File: config.mk
export PLATFORM = sky130hd
export DESIGN_NAME = vga_timing_gen
export DESIGN_NICKNAME = d
export VERILOG_FILES = /design/src/rtl/vga_timing_gen.sv
export SDC_FILE = /design/constraint.sdc
export NUM_CORES = 1
export LEC_CHECK = 0
export ABC_CLOCK_PERIOD_IN_PS = 3300
export BUFFER_PORTS_ARGS = -buffer_cell sky130_fd_sc_hd__buf_4
export CAP_MARGIN = 25
export CORE_MARGIN = 2
export CORE_UTILIZATION = 35
export DETAILED_ROUTE_END_ITERATION = 12
export PLACE_DENSITY = 0.54
export SLEW_MARGIN = 20
export SYNTH_ARGS = -nofsm -noshare
export SYNTH_HDL_FRONTEND = slang
export SYNTH_SLANG_ARGS = --single-unit
File: constraint.sdc
create_clock -name clk_vga -period 3.3 [get_ports clk_vga]
set_clock_uncertainty 0.1 [all_clocks]
set_input_delay 0 -clock clk_vga [delete_from_list [all_inputs] [get_ports clk_vga]]
set_output_delay 0 -clock clk_vga [all_outputs]
set_load 0.005 [all_outputs]
File: src/rtl/vga_timing_gen.sv
// vga_timing_gen: VGA raster timing. It provides a pixel divider, h/v counters, registered
// blanking flags and sync outputs delayed by a pixel-stepped shift register.
module vga_timing_gen #(
  parameter int unsigned H_ACTIVE   = 640,
  parameter int unsigned H_FP       = 16,
  parameter int unsigned H_SYNC     = 96,
  parameter int unsigned H_BP       = 48,
  parameter int unsigned V_ACTIVE   = 480,
  parameter int unsigned V_FP       = 10,
  parameter int unsigned V_SYNC     = 2,
  parameter int unsigned V_BP       = 33,
  parameter int unsigned PIX_DIV    = 2,
  parameter int unsigned SYNC_DELAY = 1
) (
  input  logic       clk_vga,
  input  logic       reset,
  output logic [9:0] CurrentX,
  output logic [8:0] CurrentY,
  output logic       HBlank,
  output logic       VBlank,
  output logic       HSync,
  output logic       VSync,
  output logic       PixelTick,
  output logic       FrameStart
);

  localparam int unsigned H_TOTAL = H_ACTIVE + H_FP + H_SYNC + H_BP;
  localparam int unsigned V_TOTAL = V_ACTIVE + V_FP + V_SYNC + V_BP;
  // One spare divider code so an out-of-range value is always representable and recoverable.
  localparam int unsigned DIV_W   = $clog2(PIX_DIV + 1);
  localparam int unsigned PIPE_W  = SYNC_DELAY + 1;

  localparam logic [DIV_W-1:0] DIV_LAST = DIV_W'(PIX_DIV - 1);
  localparam logic [9:0]       H_LAST   = 10'(H_TOTAL - 1);
  localparam logic [9:0]       V_LAST   = 10'(V_TOTAL - 1);
  localparam logic [8:0]       Y_CLAMP  = 9'(V_ACTIVE - 1);

  logic [DIV_W-1:0]  div_q, div_d;
  logic [9:0]        hcnt_q, hcnt_d;
  logic [9:0]        vcnt_q, vcnt_d;
  logic [9:0]        x_q, x_d;
  logic [8:0]        y_q, y_d;
  logic              hb_q, hb_d;
  logic              vb_q, vb_d;
  logic              pt_q, pt_d;
  logic              fs_q, fs_d;
  logic [PIPE_W-1:0] hs_pipe_q, hs_pipe_d;
  logic [PIPE_W-1:0] vs_pipe_q, vs_pipe_d;
  logic              step, hwrap, hs_raw, vs_raw;

  always_comb begin
    step   = (div_q == DIV_LAST);
    div_d  = (step || div_q > DIV_LAST) ? '0 : div_q + DIV_W'(1);
    hwrap  = step && (hcnt_q == H_LAST);
    hcnt_d = hcnt_q;
    vcnt_d = vcnt_q;
    if (step) begin
      hcnt_d = (hcnt_q >= H_LAST) ? '0 : hcnt_q + 10'd1;
      if (vcnt_q > V_LAST) begin
        vcnt_d = '0;
      end else if (hwrap) begin
        vcnt_d = (vcnt_q == V_LAST) ? '0 : vcnt_q + 10'd1;
      end
    end

    // Outputs are derived from the next counter state so they land on the same edge.
    x_d    = hcnt_d;
    y_d    = (32'(vcnt_d) < V_ACTIVE) ? vcnt_d[8:0] : Y_CLAMP;
    hb_d   = (32'(hcnt_d) >= H_ACTIVE);
    vb_d   = (32'(vcnt_d) >= V_ACTIVE);
    pt_d   = step;
    fs_d   = hwrap && (vcnt_q == V_LAST);
    hs_raw = !((32'(hcnt_d) >= H_ACTIVE + H_FP) &&
               (32'(hcnt_d) <  H_ACTIVE + H_FP + H_SYNC));
    vs_raw = !((32'(vcnt_d) >= V_ACTIVE + V_FP) &&
               (32'(vcnt_d) <  V_ACTIVE + V_FP + V_SYNC));

    // Stage 0 is coincident with CurrentX; stage SYNC_DELAY drives the pins.
    hs_pipe_d = hs_pipe_q;
    vs_pipe_d = vs_pipe_q;
    if (step) begin
      hs_pipe_d = PIPE_W'({hs_pipe_q, hs_raw});
      vs_pipe_d = PIPE_W'({vs_pipe_q, vs_raw});
    end
  end

  always_ff @(posedge clk_vga or posedge reset) begin
    if (reset) begin
      div_q     <= '0;
      hcnt_q    <= '0;
      vcnt_q    <= '0;
      x_q       <= '0;
      y_q       <= '0;
      hb_q      <= 1'b0;
      vb_q      <= 1'b0;
      pt_q      <= 1'b0;
      fs_q      <= 1'b0;
      hs_pipe_q <= '1;
      vs_pipe_q <= '1;
    end else begin
      div_q     <= div_d;
      hcnt_q    <= hcnt_d;
      vcnt_q    <= vcnt_d;
      x_q       <= x_d;
      y_q       <= y_d;
      hb_q      <= hb_d;
      vb_q      <= vb_d;
      pt_q      <= pt_d;
      fs_q      <= fs_d;
      hs_pipe_q <= hs_pipe_d;
      vs_pipe_q <= vs_pipe_d;
    end
  end

  assign CurrentX   = x_q;
  assign CurrentY   = y_q;
  assign HBlank     = hb_q;
  assign VBlank     = vb_q;
  assign PixelTick  = pt_q;
  assign FrameStart = fs_q;
  assign HSync      = hs_pipe_q[SYNC_DELAY];
  assign VSync      = vs_pipe_q[SYNC_DELAY];

endmodule

==> impl_metrics.csv, run 1 <==
group,metric,value,unit
critical_path,setup_crit_end_kind,"register",
sta,final-setup-viol-count,0,
pwr,maximum_vdd_drop,157,uV
critical_path,cp.arrival,2710,ps
route,drc,0,
pwr,netSwitchingPower,0.185,mW
route,route.final.wire_length,4.51,mm
global_routing,grt_first_pass_wirelength,7.84,mm
cells_and_area,drive_gt1_share,20.8,%
cells_and_area,nets,251,
synthesis,ys_seq_elements,39,
global_routing,globalRouteOverflowTotal,0,
critical_path,type_of_the_worst_setup_path,"register to register",
global_routing,grt_start_max_net_pins,40,
floorplanning,io_pins,27,
sta,timing.final.ws_setup,640,ps
cells_and_area,antenna-diode-count,0,
floorplanning,core_region_area,5540,um^2
floorplanning,rows,27,
sta,worst_pin_slew,614,ps
synthesis,sequential_cell_area_fraction_in_the_yosys_report,48.7,%
sta,layout_worst_path_cycle_share,80.6,%
sta,hold_fails_final_rpt,0,
pwr,clockPowerShare,39.7,%
floorplanning,die_ht,79.9,um
critical_path,critical_path.max_fanout,6,
pwr,cellLeakagePower,1.10,nW
route,via_per_inst,5.18,
sta,setup_repair_after_global_routing_missed_its_margin,"false",
clock_network,post_cts_resize_count,0,
global_routing,number_of_antenna_violations_at_the_first_check_in_global_routing,0,
clock_network,cts_inserted_buffers,5,
clock_network,cts-root-buf,"clkbuf_8",
sta,totalNegativeSetupSlack,0,ps
floorplanning,dieArea,6380,um^2
critical_path,cpMaxStageDelayCell,"a31oi_1",
route,ant_nets,0,
route,first_pass_iters,4,
clock_network,clock_path_buffers,2,
critical_path,critPathMaxStageDelay,510,ps
sta,clock.fmax,376,MHz
cells_and_area,final.fill_count,552,
critical_path,crit_path_frequent_cell,"o21ai_0",
clock_network,hold_buffer_count_at_cts,1,
cells_and_area,stdcell_count,317,
cells_and_area,layout.area.seq,981,um^2
placement,hpwl,3.16,mm
cells_and_area,fin_area,2390,um^2
placement,dpl.cell_count,308,
floorplanning,chipWidth,79.9,um
floorplanning,initial_core_util,36.4,%
route,detail_route.wl_per_cell,14.2,um
global_routing,first_global_vias,1558,
clock_network,clk_transition_reported_paths,80,ps
run,max_cap_violations,0,
sta,finalWorstPathRequiredPeriod,2660,ps
synthesis,synth-main-ff-cell,"dfrtp_1",
pwr,power_report.internal_total,0.627,mW
critical_path,timing.critical_path.cells,"ha_1, nand4_1, or3_1, o21ai_0, a21oi_1, a31oi_1, o21ai_0",
clock_network,clock_insertion_delay_at_the_later_pin_of_the_skew_report,290,ps
cells_and_area,multiInputGateArea,935,um^2
pwr,netSwitchingFraction,22.7,%
status,status,"completed",
sta,report.final.slew_viol_count,0,
placement,preCtsSetupSlack,657,ps
placement,globalplace.congestion,0.797,
clock_network,cts_h_tree_depth,2,
synthesis,postSynthNetCount,221,
critical_path,timing.reg2reg.setup_slack,640,ps
synthesis,ys_types,47,
route,detailroute.via_count,1642,
synthesis,ys_warn_count,0,
placement,placement.cell_area,2290,um^2
synthesis,average_cell_area_after_synthesis,9.41,um^2
critical_path,worstPathRequired,3350,ps
critical_path,critPathLaunchType,"register",
pwr,share_comb_of_total_power,1.5,%
synthesis,ys_async_sr_fraction,100,%
placement,port_buffers,26,
clock_network,tritoncts,"built",
clock_network,postCtsSetupBuffers,0,
synthesis,netlist_instances,214,
synthesis,synth_enable_flop_cells,0,
clock_network,cts.sink_count,39,
cells_and_area,area_growth,18.8,%
global_routing,grtUsageTotal,16.0,%
synthesis,synth.cell_area,2010,um^2
pwr,power.sequential.fraction,58.9,%
worst_hold_path,hold_wc_path_type,"input pin to asynchronous set/reset pin",
sta,slew_headroom,58.9,%
pwr,cellPowerDensity,339,nW/um^2
route,first_iter_violations,140,
==> cell usage in the layout (no fill, tap or decap), types with 7 or more instances in the layout <==
master and count:
nor2_1 16, o21ai_0 20, dfrtp_1 35, buf_4 31, nand3_1 7, nand2_1 21
nor3_1 9, nand4_1 9, inv_1 15, a21oi_1 10
==> cell type report <==
cell class                 count  share of cell area (%)
multi-input combinational    151                    39.0
inverter                      15                    2.35
timing repair buffer          32                    10.1
sequential                    39                    41.0
clock buffer                   5                    2.88
clock inverter                 3                   0.836
tap                           72                    3.76
==> power by group through the flow <==
stage / clock network, mW / registers, mW / logic (mW)
after floorplan: 0 / 0.487 / 0.00698
after global placement: 0 / 0.487 / 0.0118
after detailed placement: 0 / 0.487 / 0.0120
after CTS: 0.335 / 0.478 / 0.0130
after global routing: 0.363 / 0.478 / 0.0144
final: 0.322 / 0.478 / 0.0121
==> critical path, delay by kind of cell (launching register included) <==
| kind | cells | cell delay, ps |
|---|---|---|
| compound gates | 4 | 1030 |
| fa+ha+maj | 1 | 240 |
| flops | 1 | 430 |
| simple gates | 2 | 710 |
==> metal layers <==
layer / up-vias / track usage, % / routed length [um]
li1: 821 / - / -
met1: 788 / 21.8 / 2190
met2: 26 / 25.0 / 2090
met3: 7 / 3.62 / 159
met4: 0 / 5.76 / 74
met5: - / 0 / 0
==> sequential cells by signal, summed over array words and instances, names as in the netlist <==
register / cells
VBlank: 1
CurrentY: 9
PixelTick: 1
vs_pipe_q: 2
hs_pipe_q: 2
HBlank: 1
FrameStart: 1
vcnt_q: 10
CurrentX: 10
div_q: 2
==> synth_stat cells, types with 3 or more instances <==
master / number / share of area (%)
and2_1: 3 / 0.93
dfrtp_1: 35 / 43
xnor2_1: 5 / 2.2
and4_1: 3 / 1.3
ha_1: 5 / 3.1
o21ai_0: 20 / 5.0
clkbuf_1: 7 / 1.3
nand3_1: 7 / 1.7
dfstp_2: 4 / 5.2
nor3_1: 9 / 2.2
nor2_1: 16 / 3.0
nand2_1: 21 / 3.9
a21oi_1: 10 / 2.5
xor2_1: 4 / 1.7
nand2b_1: 3 / 0.93
inv_1: 15 / 2.8
nand4_1: 9 / 2.8
mux2_2: 3 / 1.7
==> per-stage QoR <==
stage / power (mW) / utilization [%] / hold slack, ps
3_5_place_dp: 0.499 / 41.4 / 66.4
2_1_floorplan: 0.494 / - / 102
4_1_cts: 0.826 / 43.2 / 305
5_1_grt: 0.855 / 43.2 / 351
3_3_place_gp: 0.499 / 41.4 / 60.2
6_report: 0.812 / 43.2 / 279
==> worst paths after layout <==
| kind | startpoint | end | cells after the start |
|---|---|---|---|
| worst max-delay path | CurrentX[0] | CurrentY[4] | 7 |
| worst min register to register | hs_pipe_q[0] | hs_pipe_q[0] | 1 |
| worst max register to register | CurrentX[0] | CurrentY[4] | 7 |
| min in group clk_vga | hs_pipe_q[0] | hs_pipe_q[0] | 1 |
| max in group asynchronous | reset | vs_pipe_q[0] | 4 |
| worst min-delay path | reset | CurrentX[8] | 4 |
==> logic make-up after synthesis <==
| logic type | Yosys count | share of synthesized area, % |
|---|---|---|
| compound gates | 49 | 15.5 |
| xor+xnor | 9 | 3.91 |
| fa+ha+maj | 5 | 3.11 |
| buf+inv | 24 | 4.91 |
| flops | 39 | 48.7 |
| mux | 4 | 2.17 |
| simple gates | 84 | 21.7 |
Note: power is estimated with default switching activity, not from simulation.
==> run 2, diff against run 1 <==
ABC_AREA = 1   (was unset)
ABC_CLOCK_PERIOD_IN_PS = 2200   (was 3300)
PLACE_DENSITY = 0.56   (was 0.54)
clock period = 2.2 ns   (was 3.3 ns; I/O delays follow)
==> run 2 against run 1 <==
  * Global-route usage decreased by 1.4 points
  * Synthesized cell count increased by 34%
  * Fmax increased by 31%
  * Largest power group unchanged
  * Highest routed layer unchanged
  * Core utilization increased by 1.2 points
  * Area after synthesis increased by 10%
  * Combinational power increased by 45%
  * Total power increased by 56%
  * Count of clock-buffer cells in the layout increased by 3
==> impl_metrics.csv, run 2 <==
group,metric,value,unit
sta,totalNegativeSetupSlack,0,ps
global_routing,grt_start_max_net_pins,40,
synthesis,ys_seq_elements,39,
sta,finalWorstPathRequiredPeriod,2030,ps
synthesis,synth-main-ff-cell,"dfrtp_1",
run,max_cap_violations,0,
floorplanning,io_pins,27,
floorplanning,dieArea,6980,um^2
global_routing,number_of_antenna_violations_at_the_first_check_in_global_routing,0,
placement,dpl.cell_count,393,
sta,final-setup-viol-count,0,
floorplanning,chipWidth,83.6,um
global_routing,grtUsageTotal,14.7,%
cells_and_area,fin_area,2680,um^2
synthesis,average_cell_area_after_synthesis,7.72,um^2
synthesis,synth.top_cell.area_share,39.5,%
pwr,maximum_vdd_drop,275,uV
clock_network,cts.sink_count,39,
route,first_pass_iters,4,
critical_path,critPathLaunchType,"register",
sta,hold_ws,299,ps
route,detailroute.via_count,1911,
placement,preCtsSetupSlack,109,ps
route,detail_route.wl_per_cell,12.4,um
cells_and_area,final_common_cell,"nand2_1",
clock_network,clock_insertion_delay_at_the_later_pin_of_the_skew_report,290,ps
synthesis,ys_types,31,
clock_network,cts-root-buf,"clkbuf_8",
critical_path,critical_path.max_fanout,10,
pwr,cellPowerDensity,473,nW/um^2
placement,globalplace.congestion,0.819,
synthesis,synth.cell_area,2220,um^2
floorplanning,core_region_area,6030,um^2
global_routing,first_global_vias,1778,
sta,worst_pin_slew,488,ps
sta,timing.final.ws_setup,171,ps
synthesis,sequential_cell_area_fraction_in_the_yosys_report,44.3,%
synthesis,postSynthNetCount,294,
global_routing,globalRouteOverflowTotal,0,
sta,layout_worst_path_cycle_share,92.2,%
critical_path,setup_crit_end_kind,"register",
cells_and_area,area_growth,20.8,%
synthesis,ys_async_sr_fraction,100,%
synthesis,yosys.cell_count.top_type,"nand2_1",
route,via_per_inst,4.72,
synthesis,synth_enable_flop_cells,0,
floorplanning,die_ht,83.6,um
route,first_iter_violations,95,
sta,report.final.slew_viol_count,0,
clock_network,tritoncts,"built",
sta,hold_fails_final_rpt,0,
clock_network,cts_h_tree_depth,2,
clock_network,cts_inserted_buffers,5,
pwr,finalPower,1.27,mW
cells_and_area,antenna-diode-count,0,
synthesis,ys_warn_count,0,
status,status,"completed",
cells_and_area,nets,336,
route,route.final.wire_length,5.00,mm
critical_path,cp.arrival,2120,ps
route,ant_nets,0,
cells_and_area,layout.cells.most_common_list,"nand2_1 (93), inv_1 (42), buf_4 (37)",
critical_path,type_of_the_worst_setup_path,"register to register",
cells_and_area,stdcell_count,405,
sta,clock.fmax,493,MHz
placement,placement.cell_area,2540,um^2
placement,port_buffers,26,
cells_and_area,drive_gt1_share,22.4,%
clock_network,clock_path_buffers,2,
floorplanning,initial_core_util,36.8,%
cells_and_area,utilization,44.4,%
worst_hold_path,hold_wc_path_type,"input pin to asynchronous set/reset pin",
pwr,cellLeakagePower,1.50,nW
route,drc,0,
floorplanning,rows,28,
global_routing,grt_first_pass_wirelength,8.44,mm
clock_network,clk_transition_reported_paths,70,ps
synthesis,netlist_top_cells_count,"nand2_1 (95), inv_1 (42), dfrtp_1 (35)",
sta,slew_headroom,67.5,%
synthesis,netlist_instances,287,
placement,hpwl,3.71,mm
synthesis,synth_top_cells_by_area,"dfrtp_1 (40%), nand2_1 (16%), inv_1 (7.1%), nor2_1 (5.1%), nand3_1 (5.0%)",
synthesis,synth_top_area_cell,"dfrtp_1",
critical_path,worstPathRequired,2290,ps
run 2: changes by cell type in the layout (fill, tap and decap cells not counted), sizes merged, moves of 12 or more:
cell,delta
o21ai,-12
inv,+30
nor2,+22
nand2,+79
nand3,+16
run 2: timing repair:
item | 4_1_cts | 5_1_grt
setup endpoints to repair | 0 | 10
resized for setup | 0 | 3
hold buffers | 1 | 0
hold endpoints to repair | 35 | 0
setup buffers | 0 | 2
run 2: logic make-up (layout without fill, tap and decap cells):
kind of cell / after synthesis / count (layout) / share of synthesized area (%)
fa+ha+maj: 5 / 5 / 2.82
buf+inv: 49 / 91 / 9.15
compound gates: 14 / 14 / 4.29
simple gates: 176 / 177 / 37.9
xor+xnor: 4 / 4 / 1.58
flops: 39 / 39 / 44.3
run 2: layout make-up:
type	instances	area [um^2]
tap	75	93.8
timing repair buffer	38	288
fill	627	3350
sequential	39	981
multi-input combinational	200	1050
inverter	45	169
clock buffer	8	100
run 2: path summary, 6_finish.rpt:
path	startpoint	to	slack [ps]	depth (start not counted)
min reg2reg	vs_pipe_q[1]	vs_pipe_q[1]	370	2
min in group clk_vga	vs_pipe_q[1]	vs_pipe_q[1]	370	2
max	vcnt_q[1]	CurrentY[5]	170	13
max in group asynchronous	reset	hs_pipe_q[0]	1340	4
max reg2reg	vcnt_q[1]	CurrentY[5]	170	13
min	reset	CurrentY[5]	300	4
run 2: power by group:
part / switching [mW] / leakage, nW / total [mW] / internal (mW)
Clock: 0.245 / 0.0515 / 0.531 / 0.286
Combinational: 0.0141 / 0.928 / 0.0176 / 0.00357
Sequential: 0 / 0.517 / 0.717 / 0.717
run 2: metal layers:
metal  vias to the layer above  part of all wire, %  global-route usage (%)
li1                        969                    -                       -
met1                       881                   47                    19.3
met2                        56                   47                    24.7
met3                         5                  5.1                    3.17
met4                         0                 0.82                    3.23
met5                         -                    0                       0
run 2: worst max-delay path, cell delays in order (launching register included):
cell and delay [ps]:
dfrtp_1 420, inv_1 100, ha_1 170, inv_1 40
nor2_1 110, nand4_2 140, nand2_2 170, nand2_4 90
nand2_4 70, inv_2 50, nor2_4 150, nand4_4 180
nand3_2 100, inv_1 40
